**src/rtl/fork_join_collector.sv**
```systemverilog
// Fork/join collector: launches N_CHILD workers, tracks their completion
// and releases the parent according to a join-all / join-any / join-none policy,
// with an optional timeout.
module fork_join_collector #(
   parameter  int unsigned N_CHILD = 3,
   parameter  int unsigned TMO_W   = 8,
   localparam int unsigned ID_W    = $clog2(N_CHILD)
) (
   input  logic               clk,
   input  logic               rst_n,
   input  logic               fork_req,
   input  logic [1:0]         join_mode,
   input  logic [TMO_W-1:0]   tmo_cycles,
   input  logic [N_CHILD-1:0] child_done,
   output logic               fork_ack,
   output logic [N_CHILD-1:0] child_start,
   output logic               parent_go,
   output logic               all_done,
   output logic [N_CHILD-1:0] done_mask,
   output logic [ID_W-1:0]    first_id,
   output logic               timeout,
   output logic               busy
);

   typedef enum logic [1:0] {
      S_IDLE  = 2'd0,
      S_FORK  = 2'd1,
      S_WAIT  = 2'd2,
      S_DRAIN = 2'd3
   } state_t;

   localparam logic [1:0] M_ALL  = 2'b00;
   localparam logic [1:0] M_ANY  = 2'b01;
   localparam logic [1:0] M_NONE = 2'b10;

   state_t             state_q, state_d;
   logic [1:0]         mode_q, mode_d;
   logic [TMO_W-1:0]   tmo_q, tmo_d;
   logic [TMO_W-1:0]   cnt_q, cnt_d;
   logic [N_CHILD-1:0] mask_q, mask_d;
   logic [ID_W-1:0]    first_id_q, first_id_d;
   logic               fork_ack_q, fork_ack_d;
   logic [N_CHILD-1:0] child_start_q, child_start_d;
   logic               parent_go_q, parent_go_d;
   logic               all_done_q, all_done_d;
   logic               timeout_q, timeout_d;
   logic               busy_q, busy_d;
   logic               complete_c;
   logic               expire_c;

   // Lowest-index set bit of a completion vector.
   function automatic logic [ID_W-1:0] lowest_idx(input logic [N_CHILD-1:0] v);
      lowest_idx = '0;
      for (int i = int'(N_CHILD) - 1; i >= 0; i--) begin
         if (v[i]) lowest_idx = ID_W'(i);
      end
   endfunction

   // Next-state, bookkeeping and registered-output computation.
   always_comb begin
      state_d       = state_q;
      mode_d        = mode_q;
      tmo_d         = tmo_q;
      cnt_d         = cnt_q;
      mask_d        = mask_q;
      first_id_d    = first_id_q;
      fork_ack_d    = 1'b0;
      child_start_d = '0;
      parent_go_d   = 1'b0;
      all_done_d    = 1'b0;
      timeout_d     = 1'b0;
      complete_c    = 1'b0;
      expire_c      = 1'b0;

      case (state_q)
         S_IDLE: begin
            if (fork_req) begin
               fork_ack_d    = 1'b1;
               child_start_d = '1;
               mode_d        = (join_mode == 2'b11) ? M_ALL : join_mode;
               tmo_d         = tmo_cycles;
               cnt_d         = '0;
               mask_d        = '0;
               first_id_d    = '0;
               parent_go_d   = (join_mode == M_NONE);
               state_d       = S_FORK;
            end
         end

         S_FORK: begin
            state_d = (mode_q == M_NONE) ? S_DRAIN : S_WAIT;
         end

         S_WAIT, S_DRAIN: begin
            mask_d     = mask_q | child_done;
            cnt_d      = cnt_q + TMO_W'(1);
            complete_c = &mask_d;
            expire_c   = (tmo_q != '0) && (cnt_d == tmo_q);
            if ((mask_q == '0) && (child_done != '0)) begin
               first_id_d = lowest_idx(child_done);
            end
            // Completion wins over a coincident timeout.
            if (complete_c) begin
               all_done_d  = 1'b1;
               parent_go_d = (state_q == S_WAIT);
               state_d     = S_IDLE;
            end else if (expire_c) begin
               timeout_d   = 1'b1;
               parent_go_d = (state_q == S_WAIT);
               state_d     = S_IDLE;
            end else if ((state_q == S_WAIT) && (mode_q == M_ANY) && (child_done != '0)) begin
               parent_go_d = 1'b1;
               state_d     = S_DRAIN;
            end
         end

         default: state_d = S_IDLE;
      endcase

      busy_d = (state_d != S_IDLE);
   end

   // State and output registers; reset clears everything immediately.
   always_ff @(posedge clk or negedge rst_n) begin
      if (!rst_n) begin
         state_q       <= S_IDLE;
         mode_q        <= M_ALL;
         tmo_q         <= '0;
         cnt_q         <= '0;
         mask_q        <= '0;
         first_id_q    <= '0;
         fork_ack_q    <= 1'b0;
         child_start_q <= '0;
         parent_go_q   <= 1'b0;
         all_done_q    <= 1'b0;
         timeout_q     <= 1'b0;
         busy_q        <= 1'b0;
      end else begin
         state_q       <= state_d;
         mode_q        <= mode_d;
         tmo_q         <= tmo_d;
         cnt_q         <= cnt_d;
         mask_q        <= mask_d;
         first_id_q    <= first_id_d;
         fork_ack_q    <= fork_ack_d;
         child_start_q <= child_start_d;
         parent_go_q   <= parent_go_d;
         all_done_q    <= all_done_d;
         timeout_q     <= timeout_d;
         busy_q        <= busy_d;
      end
   end

   assign fork_ack    = fork_ack_q;
   assign child_start = child_start_q;
   assign parent_go   = parent_go_q;
   assign all_done    = all_done_q;
   assign done_mask   = mask_q;
   assign first_id    = first_id_q;
   assign timeout     = timeout_q;
   assign busy        = busy_q;

endmodule

```
**config.mk**
```make
export PLATFORM = sky130hd
export DESIGN_NAME = fork_join_collector
export DESIGN_NICKNAME = d
export VERILOG_FILES = /design/src/rtl/fork_join_collector.sv
export SDC_FILE = /design/constraint.sdc
export NUM_CORES = 1
export LEC_CHECK = 0
export ABC_AREA = 1
export CAP_MARGIN = 20
export CORE_AREA = 2 2 59 61
export CTS_CLUSTER_SIZE = 20
export DETAILED_ROUTE_END_ITERATION = 12
export DIE_AREA = 0 0 61 63
export HOLD_SLACK_MARGIN = 0.1
export PLACE_DENSITY_LB_ADDON = 0.12
export SYNTH_ARGS = -nofsm -noshare
export SYNTH_HDL_FRONTEND = slang
export SYNTH_SLANG_ARGS = --single-unit
export TNS_END_PERCENT = 5
```
**constraint.sdc**
```tcl
create_clock -name clk -period 2.85 [get_ports clk]
set_clock_uncertainty 0.05 [all_clocks]
set_input_delay 0.57 -clock clk [delete_from_list [all_inputs] [get_ports clk]]
set_output_delay 0.57 -clock clk [all_outputs]
set_load 0.05 [all_outputs]
```
# After elaboration in Yosys (flattened, before gate mapping)
# Index checks and enable logic that the tools add are counted.
# classes
muxes	31
bitwise	1
n_reduce_logical	15
n_addsub	1
eq_ne	10
# op_table
operator	n
2-bit 2-to-1 mux	10
8-bit case mux with 2 select lines	1
1-bit 2-to-1 mux	12
2-bit == test, second input constant	5
3-bit 2-to-1 mux	3
8-bit by 1-bit adder with 8-bit output, second input constant	1
8-bit == test	1
8-bit 2-to-1 mux	1
8-bit nonzero test	1
2-bit case mux with 3 select lines	1
3-bit case mux with 2 select lines	1
3-bit AND reduction	2
2-bit by 1-bit == test with 1-bit output, second input constant	2
1-bit logical AND	4
2-bit != test, second input constant	2
2-bit case mux with 2 select lines	1
2-bit AND reduction	2
2-bit nonzero test	2
3-bit logical NOT	1
3-bit bitwise OR	1
3-bit nonzero test	1
2-bit logical NOT	1
1-bit case mux with 2 select lines	1
2-bit OR reduction	1
# word_totals
reg_bits	33
out_inout_bits	13
inputBits	16
word_cells	70

# Longest topological paths before layout
# Gate-level depths: netlist (run 1).
# depth
depth_word	8
depth_mapped	13
ltp_nobuf	13

# Worst setup path before layout (run 1)
# OpenSTA, ideal clock, no wires.
# synth_path
kind	register to register
startpoint	reg cnt_q[0]
endpoint	reg busy_q (netlist: busy)
arrival_time_ps	1420
path_buffers	0
synth_period_minus_slack_ps	1596
required_time_ps	2673
slack_ps	1254
setup_ps	127
path_stages_with_launch	13
path_cell_list	dfrtp_1 ha_1 inv_1 nand2_1 nand2_1 nor2_1 nand2_1 nor2_1 nand3_1 nor2_2 nand3_2 nand2_1 nand3_1
# synth_via
elab_chain_len	7
# synth_lines
item	line	text
start, declared	39	logic [TMO_W-1:0] cnt_q, cnt_d;
start signal, assigned	142	cnt_q <= cnt_d;
8-bit by 1-bit adder with 8-bit output	96	cnt_d = cnt_q + TMO_W'(1);
8-bit == test	98	expire_c = (tmo_q != '0) && (cnt_d == tmo_q);
1-bit logical AND	98	
2-bit 2-to-1 mux	107	end else if (expire_c) begin
2-bit 2-to-1 mux	103	if (complete_c) begin
2-bit case mux with 3 select lines	75	case (state_q)
2-bit nonzero test	120	busy_d = (state_d != S_IDLE);
via busy_d	47	logic busy_q, busy_d;
end signal, assigned	150	busy_q <= busy_d;
end, declared	47	
# The timed path passes the listed nets, and every way through them passes these cells.
# A chain may end at the register's enable or synchronous reset.

# Worst setup path after layout (run 1)
# layout_path
startpoint	reg mask_q[1] (netlist: done_mask[1])
endpoint	out done_mask[1]
# layout_lines
item	line	text
start, declared	40	logic [N_CHILD-1:0] mask_q, mask_d;
start signal, assigned	143	mask_q <= mask_d;
end, declared	19	output logic [N_CHILD-1:0] done_mask,
# No word-level cell between the ends.

==> impl_summary.txt, run 1 <==
----------------------------------------------------
[Cells and area]
  Layout area overhead ... 24.9%
  Antenna fix cells ... 0
  Number of filler instances in the final layout ... 318
  Share of post-route cells with drive strength above 1 ... 6.67%
  Area occupied by registers ... 751 um2
  Fin nets ... 256
  Util after Layout ... 60.4%
  Area of the multi-input gates ... 661 um2

[Placed design]
  Worst setup slack after placement ... 785 ps
  Port buffer count ... 28
  Detail Placement HPWL ... 2.61 mm
  Final RePlAce weighted congestion ... 0.840

[Critical path]
  Required arrival time at the worst endpoint ... 2230 ps
  Maximum fanout encountered on the critical timing path ... 3
  Worst path arrival time ... 1570 ps
  Crit path launch type ... register
  CP Buf/Inv Count ... 1
  Cell family with most CP delay ... buffers and inverters
  Critical-path top delay cell ... sky130_fd_sc_hd__clkdlybuf4s50_1
  Crit-path max cell delay ... 820 ps
  Crit path kind ... register to primary output
  Critical-path cell list ... clkdlybuf4s50_1
  Kind of end point of the critical path ... primary output

[Status]
  Result of the run ... completed

[Floorplanning]
  Die outline width ... 61 um
  Die area ... 3840 um2
  Core region area ... 3230 um2
  Placement Rows ... 21
  Boundary Pins ... 29
  Die height ... 63 um
  Starting density of the core ... 48.4%

[Power]
  Part of the power in combinational logic ... 49.5%
  Switching Share ... 46.9%
  Leakage power of the design ... 0.923 nW
  Worst IR drop on VDD ... 0.492 mV
  Power Density ... 1070 nW/um2
  Register share of total power ... 34.5%
  Pint ... 1.11 mW
  Switching power summed over all nets ... 0.979 mW
  Clock share of power ... 16.0%

[Synthesis]
  Cell count after synthesis ... 209
  #FFs+latches synth ... 30
  Post-synth design cell area ... 1560 um2
  Synthesized netlist net count ... 226
  Synth unique cells ... 23
  Mean area per synthesized cell ... 7.48 um2
  Warnings, synthesis ... 0
  Share of the yosys chip area belonging to registers ... 48.0%

[STA]
  Period utilization ... 76.7%
  Number of max-slew violations in the final report ... 0
  Slew margin rel. ... 62.9%
  Final setup slack of the worst path ... 665 ps
  Total negative slack ... 0 ps
  Fmax achieved ... 458 MHz
  Worst-margin pin slew ... 550 ps
  Final critical-path required period ... 2190 ps
  Unrepaired setup endpoints after global routing ... false
  Final Hold Fails ... 0
  Min Hold Slack ... 473 ps
  Number of failing setup endpoints in the final timing report ... 0

[Global routing]
  Number of global-route vias before repair ... 1440
  Antenna violations before repair ... 0
  Global Route Usage Sum ... 21.7%
  Pin count of the biggest net entering global routing ... 31
  Wire length of the first global-routing pass ... 6.22 mm
  Global route total overflow ... 0

[Route]
  Post-route ant nets ... 0
  Starting DRT DRC Count ... 49
  Routed wire length per instance ... 12.3 um
  Aggregate routed wire length ... 3.53 mm
  Detailed-route DRC error count ... 0
  Via-per-instance ratio ... 5.05
  Via count ... 1445
  Pre-Repair DR Iteration Count ... 4

[Clocking]
  Level count of the clock H-tree ... 2
  Number of clock buffers inserted by TritonCTS ... 5
  Clock Latency Late Sink ... 330 ps
  Hold_buf cts ... 0
  Post-CTS Setup Inserts ... 0
  Maximum clock insertion buffer count ... 2
  Clock tree from TritonCTS ... done
  Post_cts resized ... 0
  Clock tree root buffer cell ... sky130_fd_sc_hd__clkbuf_4
  Clock transition time at the flip-flop clock pins of the worst setup and hold paths ... 90 ps
  Total number of clock tree sinks ... 30

[Run]
  Maximum Capacitance Violations ... 0

[Hold path]
  Min-delay worst type ... register to register

----------------------------------------------------
-- layout make-up --
class | count | share of cell area [%]
timing repair buffer | 30 | 15.1
clock inverter | 1 | 1.54
sequential | 30 | 38.5
multi-input combinational | 142 | 33.8
inverter | 30 | 5.77
clock buffer | 7 | 2.31
tap | 46 | 2.95
-- per-stage QoR --
| step | instance area [um2] | std cells | power (mW) |
|---|---|---|---|
| 5_1_grt | 1950 | 286 | 2.25 |
| 3_5_place_dp | 1880 | 278 | 1.76 |
| 6_report | 1950 | 286 | 2.09 |
| 3_3_place_gp | 1880 | 278 | 1.73 |
| 4_1_cts | 1950 | 286 | 2.10 |
| 2_1_floorplan | 1560 | 209 | 1.45 |
-- per-layer routing --
| metal | GRT usage (%) | vias to the layer above | routed length (um) |
|---|---|---|---|
| met2 | 35.1 | 42 | 1710 |
| li1 | - | 727 | - |
| met3 | 5.59 | 6 | 153 |
| met4 | 7.07 | 0 | 57 |
| met1 | 27.8 | 670 | 1610 |
| met5 | 0 | - | 0 |
-- synth_stat cells --
cell,count,area [um2]
sky130_fd_sc_hd__o221ai_1,1,8.76
sky130_fd_sc_hd__nor2_1,21,78.8
sky130_fd_sc_hd__nand2_2,3,18.8
sky130_fd_sc_hd__xor2_1,1,8.76
sky130_fd_sc_hd__nand2_1,57,214
sky130_fd_sc_hd__buf_2,1,5.00
sky130_fd_sc_hd__nor3_1,2,10.0
sky130_fd_sc_hd__clkbuf_1,3,11.3
sky130_fd_sc_hd__o41ai_1,1,8.76
sky130_fd_sc_hd__nand3_2,1,10.0
sky130_fd_sc_hd__o21ai_1,1,5.00
sky130_fd_sc_hd__and2_1,1,6.26
sky130_fd_sc_hd__a21oi_1,4,20.0
sky130_fd_sc_hd__buf_4,3,22.5
sky130_fd_sc_hd__o21ai_0,13,65.1
sky130_fd_sc_hd__o21bai_1,1,7.51
sky130_fd_sc_hd__inv_1,30,113
sky130_fd_sc_hd__nor2_2,4,25.0
sky130_fd_sc_hd__nand4_1,3,18.8
sky130_fd_sc_hd__o22ai_1,6,37.5
sky130_fd_sc_hd__dfrtp_1,30,751
sky130_fd_sc_hd__nand3_1,21,105
sky130_fd_sc_hd__ha_1,1,12.5
-- worst paths after layout --
| check | from | end | slack (ps) | depth (start not counted) |
|---|---|---|---|---|
| hold reg to reg | mode_q[0] | mode_q[0] | 470 | 2 |
| max in group asynchronous | rst_n | done_mask[0] | 1910 | 2 |
| setup / recovery | done_mask[1] | done_mask[1] | 660 | 1 |
| setup reg to reg | cnt_q[0] | busy | 990 | 12 |
| hold / removal | mode_q[0] | mode_q[0] | 470 | 2 |
| min in group asynchronous | rst_n | tmo_q[7] | 570 | 2 |
-- sequential cells by signal (all words and copies together), names as in the netlist --
| name | flops |
|---|---|
| all_done | 1 |
| busy | 1 |
| child_start | 1 |
| cnt_q | 8 |
| done_mask | 3 |
| first_id | 2 |
| mode_q | 2 |
| parent_go | 1 |
| state_q | 2 |
| timeout | 1 |
| tmo_q | 8 |
-- power by group through the flow --
stage / Combinational, mW / Clock [mW] / Sequential [mW]
floorplan: 0.554 / 0 / 0.894
global placement: 1.01 / 0 / 0.721
detailed placement: 1.03 / 0 / 0.729
CTS: 1.04 / 0.339 / 0.721
global route: 1.15 / 0.361 / 0.744
finish: 1.03 / 0.335 / 0.721
-- cell usage in the layout (no fill, tap or decap), drive strengths merged --
cell,count
nand2,60
inv,30
dfrtp,30
clkdlybuf4s50,28
nor2,25
nand3,22
o21ai,14
clkbuf,7
o22ai,6
a21oi,4
nand4,3
nor3,2
buf,2
xor2,1
and2,1
o221ai,1
o21bai,1
o41ai,1
ha,1
bufinv,1
-- cell families after synthesis --
group / Yosys count / synth area share (%)
AO/OA/AOI/OAI: 27 / 9.77
XOR/XNOR: 1 / 0.561
adder cells (fa/ha/maj): 1 / 0.801
buffers and inverters: 37 / 9.69
flip-flops: 30 / 48.0
AND/OR/NAND/NOR: 113 / 31.1
No activity file was read; power rests on OpenSTA's default activity.
==> run 2, diff against run 1 <==
- clock period: 2.85 -> 2.27 ns (I/O delays scaled with it)
==> run 2 against run 1 <==
Net effect:
- non-clock buffer count up 1
- first-iteration DRC count is 76% higher
- clock-buffer cell count unchanged
- critical path depth unchanged
- global-route usage is 0.61 points higher
- clock power up 27%
- via count increased by 4.4%
- critical endpoint is now done_mask[0]
==> impl_summary.txt, run 2 (synthesis results as in run 1) <==
----------------------------------------------------
[Floorplanning]
  Die height ... 63 um (unchanged)
  Die outline width ... 61 um (unchanged)
  Boundary Pins ... 29 (unchanged)
  Starting density of the core ... 48.4% (unchanged)
  Core region area ... 3230 um2 (unchanged)
  Die area ... 3840 um2 (unchanged)
  Placement Rows ... 21 (unchanged)

[STA]
  Total negative slack ... 0 ps (unchanged)
  Min Hold Slack ... 449 ps (-24.5 ps)
  Worst-margin pin slew ... 556 ps (+6.30 ps)
  Number of max-slew violations in the final report ... 0 (unchanged)
  Slew margin rel. ... 62.4% (-0.43 points)
  Final Hold Fails ... 0 (unchanged)
  Unrepaired setup endpoints after global routing ... false
  Final critical-path required period ... 2100 ps
  Fmax achieved ... 476 MHz
  Period utilization ... 92.5%
  Number of failing setup endpoints in the final timing report ... 0 (unchanged)

[Cells and area]
  Area of the multi-input gates ... 661 um2 (unchanged)
  Layout area overhead ... 25.4%
  Design area ... 1960 um2 (+0.38%)
  Area occupied by registers ... 751 um2 (unchanged)
  Share of post-route cells with drive strength above 1 ... 7.05% (+0.39 points)
  Util after Layout ... 60.6% (+0.23 points)
  Fin nets ... 257 (+0.39%)
  Number of standard cells in the layout, taps in and fillers out ... 287 (+0.35%)
  Leading cell type in the layout, fill and taps excluded ... sky130_fd_sc_hd__nand2_1
  Antenna fix cells ... 0 (unchanged)
  Most frequent cells in the layout ... 57 x sky130_fd_sc_hd__nand2_1, 30 x sky130_fd_sc_hd__inv_1, 30 x sky130_fd_sc_hd__dfrtp_1, 28 x sky130_fd_sc_hd__clkdlybuf4s50_1
  Number of filler instances in the final layout ... 285 (-10%)

[Clocking]
  Number of clock buffers inserted by TritonCTS ... 5 (unchanged)
  Clock Latency Late Sink ... 330 ps (about the same)
  Hold_buf cts ... 0 (unchanged)
  Clock transition time at the flip-flop clock pins of the worst setup and hold paths ... 100 ps (about the same)
  Clock tree root buffer cell ... sky130_fd_sc_hd__clkbuf_4
  Post-CTS Setup Inserts ... 0 (unchanged)
  Clock tree from TritonCTS ... done
  Total number of clock tree sinks ... 30 (unchanged)
  Level count of the clock H-tree ... 2 (unchanged)
  Post_cts resized ... 0 (unchanged)
  Maximum clock insertion buffer count ... 2 (unchanged)

[Run]
  Maximum Capacitance Violations ... 0 (unchanged)

[Placed design]
  Total placed instance area ... 1880 um2 (+0.40%)
  Port buffer count ... 28 (unchanged)
  Final RePlAce weighted congestion ... 0.847 (+0.92%)
  Detail Placement HPWL ... 2.65 mm (+1.3%)
  Number of placed instances, taps included ... 279 (+0.36%)

[Route]
  Via-per-instance ratio ... 5.26 (+4.1%)
  Post-route ant nets ... 0 (unchanged)
  Via count ... 1509 (+4.4%)
  Starting DRT DRC Count ... 86 (+76%)
  Aggregate routed wire length ... 3.64 mm (+3.2%)
  Pre-Repair DR Iteration Count ... 4 (unchanged)
  Routed wire length per instance ... 12.7 um (+2.8%)
  Detailed-route DRC error count ... 0 (unchanged)

[Power]
  Power Density ... 1350 nW/um2 (+26%)
  Leakage power of the design ... 0.928 nW (+0.50%)
  Worst IR drop on VDD ... 0.696 mV (+41%)

[Global routing]
  Global route total overflow ... 0 (unchanged)
  Wire length of the first global-routing pass ... 6.38 mm (+2.4%)
  Pin count of the biggest net entering global routing ... 31 (unchanged)
  Antenna violations before repair ... 0 (unchanged)
  Global Route Usage Sum ... 22.3% (+0.61 points)
  Number of global-route vias before repair ... 1436 (-0.28%)

[Critical path]
  Critical-path cell list ... clkdlybuf4s50_1
  Required arrival time at the worst endpoint ... 1770 ps (-460 ps)
  Worst path arrival time ... 1600 ps (+30 ps)
  Critical-path top delay cell ... sky130_fd_sc_hd__clkdlybuf4s50_1
  CP Buf/Inv Count ... 1 (unchanged)
  Crit path launch type ... register
  Kind of end point of the critical path ... primary output
  Crit-path max cell delay ... 830 ps (about the same)
  Crit path kind ... register to primary output
  Cell family with most CP delay ... buffers and inverters
  Maximum fanout encountered on the critical timing path ... 4 (+1)
  Register-to-register setup slack ... 430 ps (-560 ps)

[Status]
  Result of the run ... completed

[Hold path]
  Min-delay worst type ... primary input to async pin

----------------------------------------------------
[run 2: through the flow]
stage / worst slack (ps) / total power, mW
6_report: 170 / 2.64
3_5_place_dp: 303 / 2.22
5_1_grt: 129 / 2.84
4_1_cts: 170 / 2.65
3_3_place_gp: 415 / 2.18
2_1_floorplan: 674 / 1.82
[run 2: layer usage]
metal | up-vias | part of all wire, % | track usage (%)
li1 | 731 | - | -
met1 | 726 | 45 | 28.6
met2 | 46 | 48 | 35.5
met3 | 6 | 5.7 | 6.21
met4 | 0 | 1.9 | 7.88
met5 | - | 0 | 0
[run 2: cell type report]
| class | count | share of cell area (%) |
|---|---|---|
| Sequential cell | 30 | 38.3 |
| Multi-Input combinational cell | 142 | 33.7 |
| Timing Repair Buffer | 31 | 15.5 |
| Inverter | 30 | 5.75 |
| Tap cell | 46 | 2.94 |
| Clock buffer | 7 | 2.30 |
| Clock inverter | 1 | 1.53 |
[run 2: where the power goes]
group / total, mW / switching [mW] / internal, mW
Clock: 0.424 / 0.191 / 0.234
Combinational: 1.31 / 0.877 / 0.432
Sequential: 0.905 / 0.168 / 0.737
Total: 2.64 / 1.24 / 1.40
[run 2: final timing paths]
kind | startpoint | cells past startpoint | to
max | done_mask[0] | 1 | done_mask[0]
min | rst_n | 2 | mode_q[1]
max reg2reg | cnt_q[0] | 12 | busy
min reg2reg | mode_q[1] | 2 | mode_q[1]
max in group asynchronous | rst_n | 2 | tmo_q[5]
min in group clk | mode_q[1] | 2 | mode_q[1]
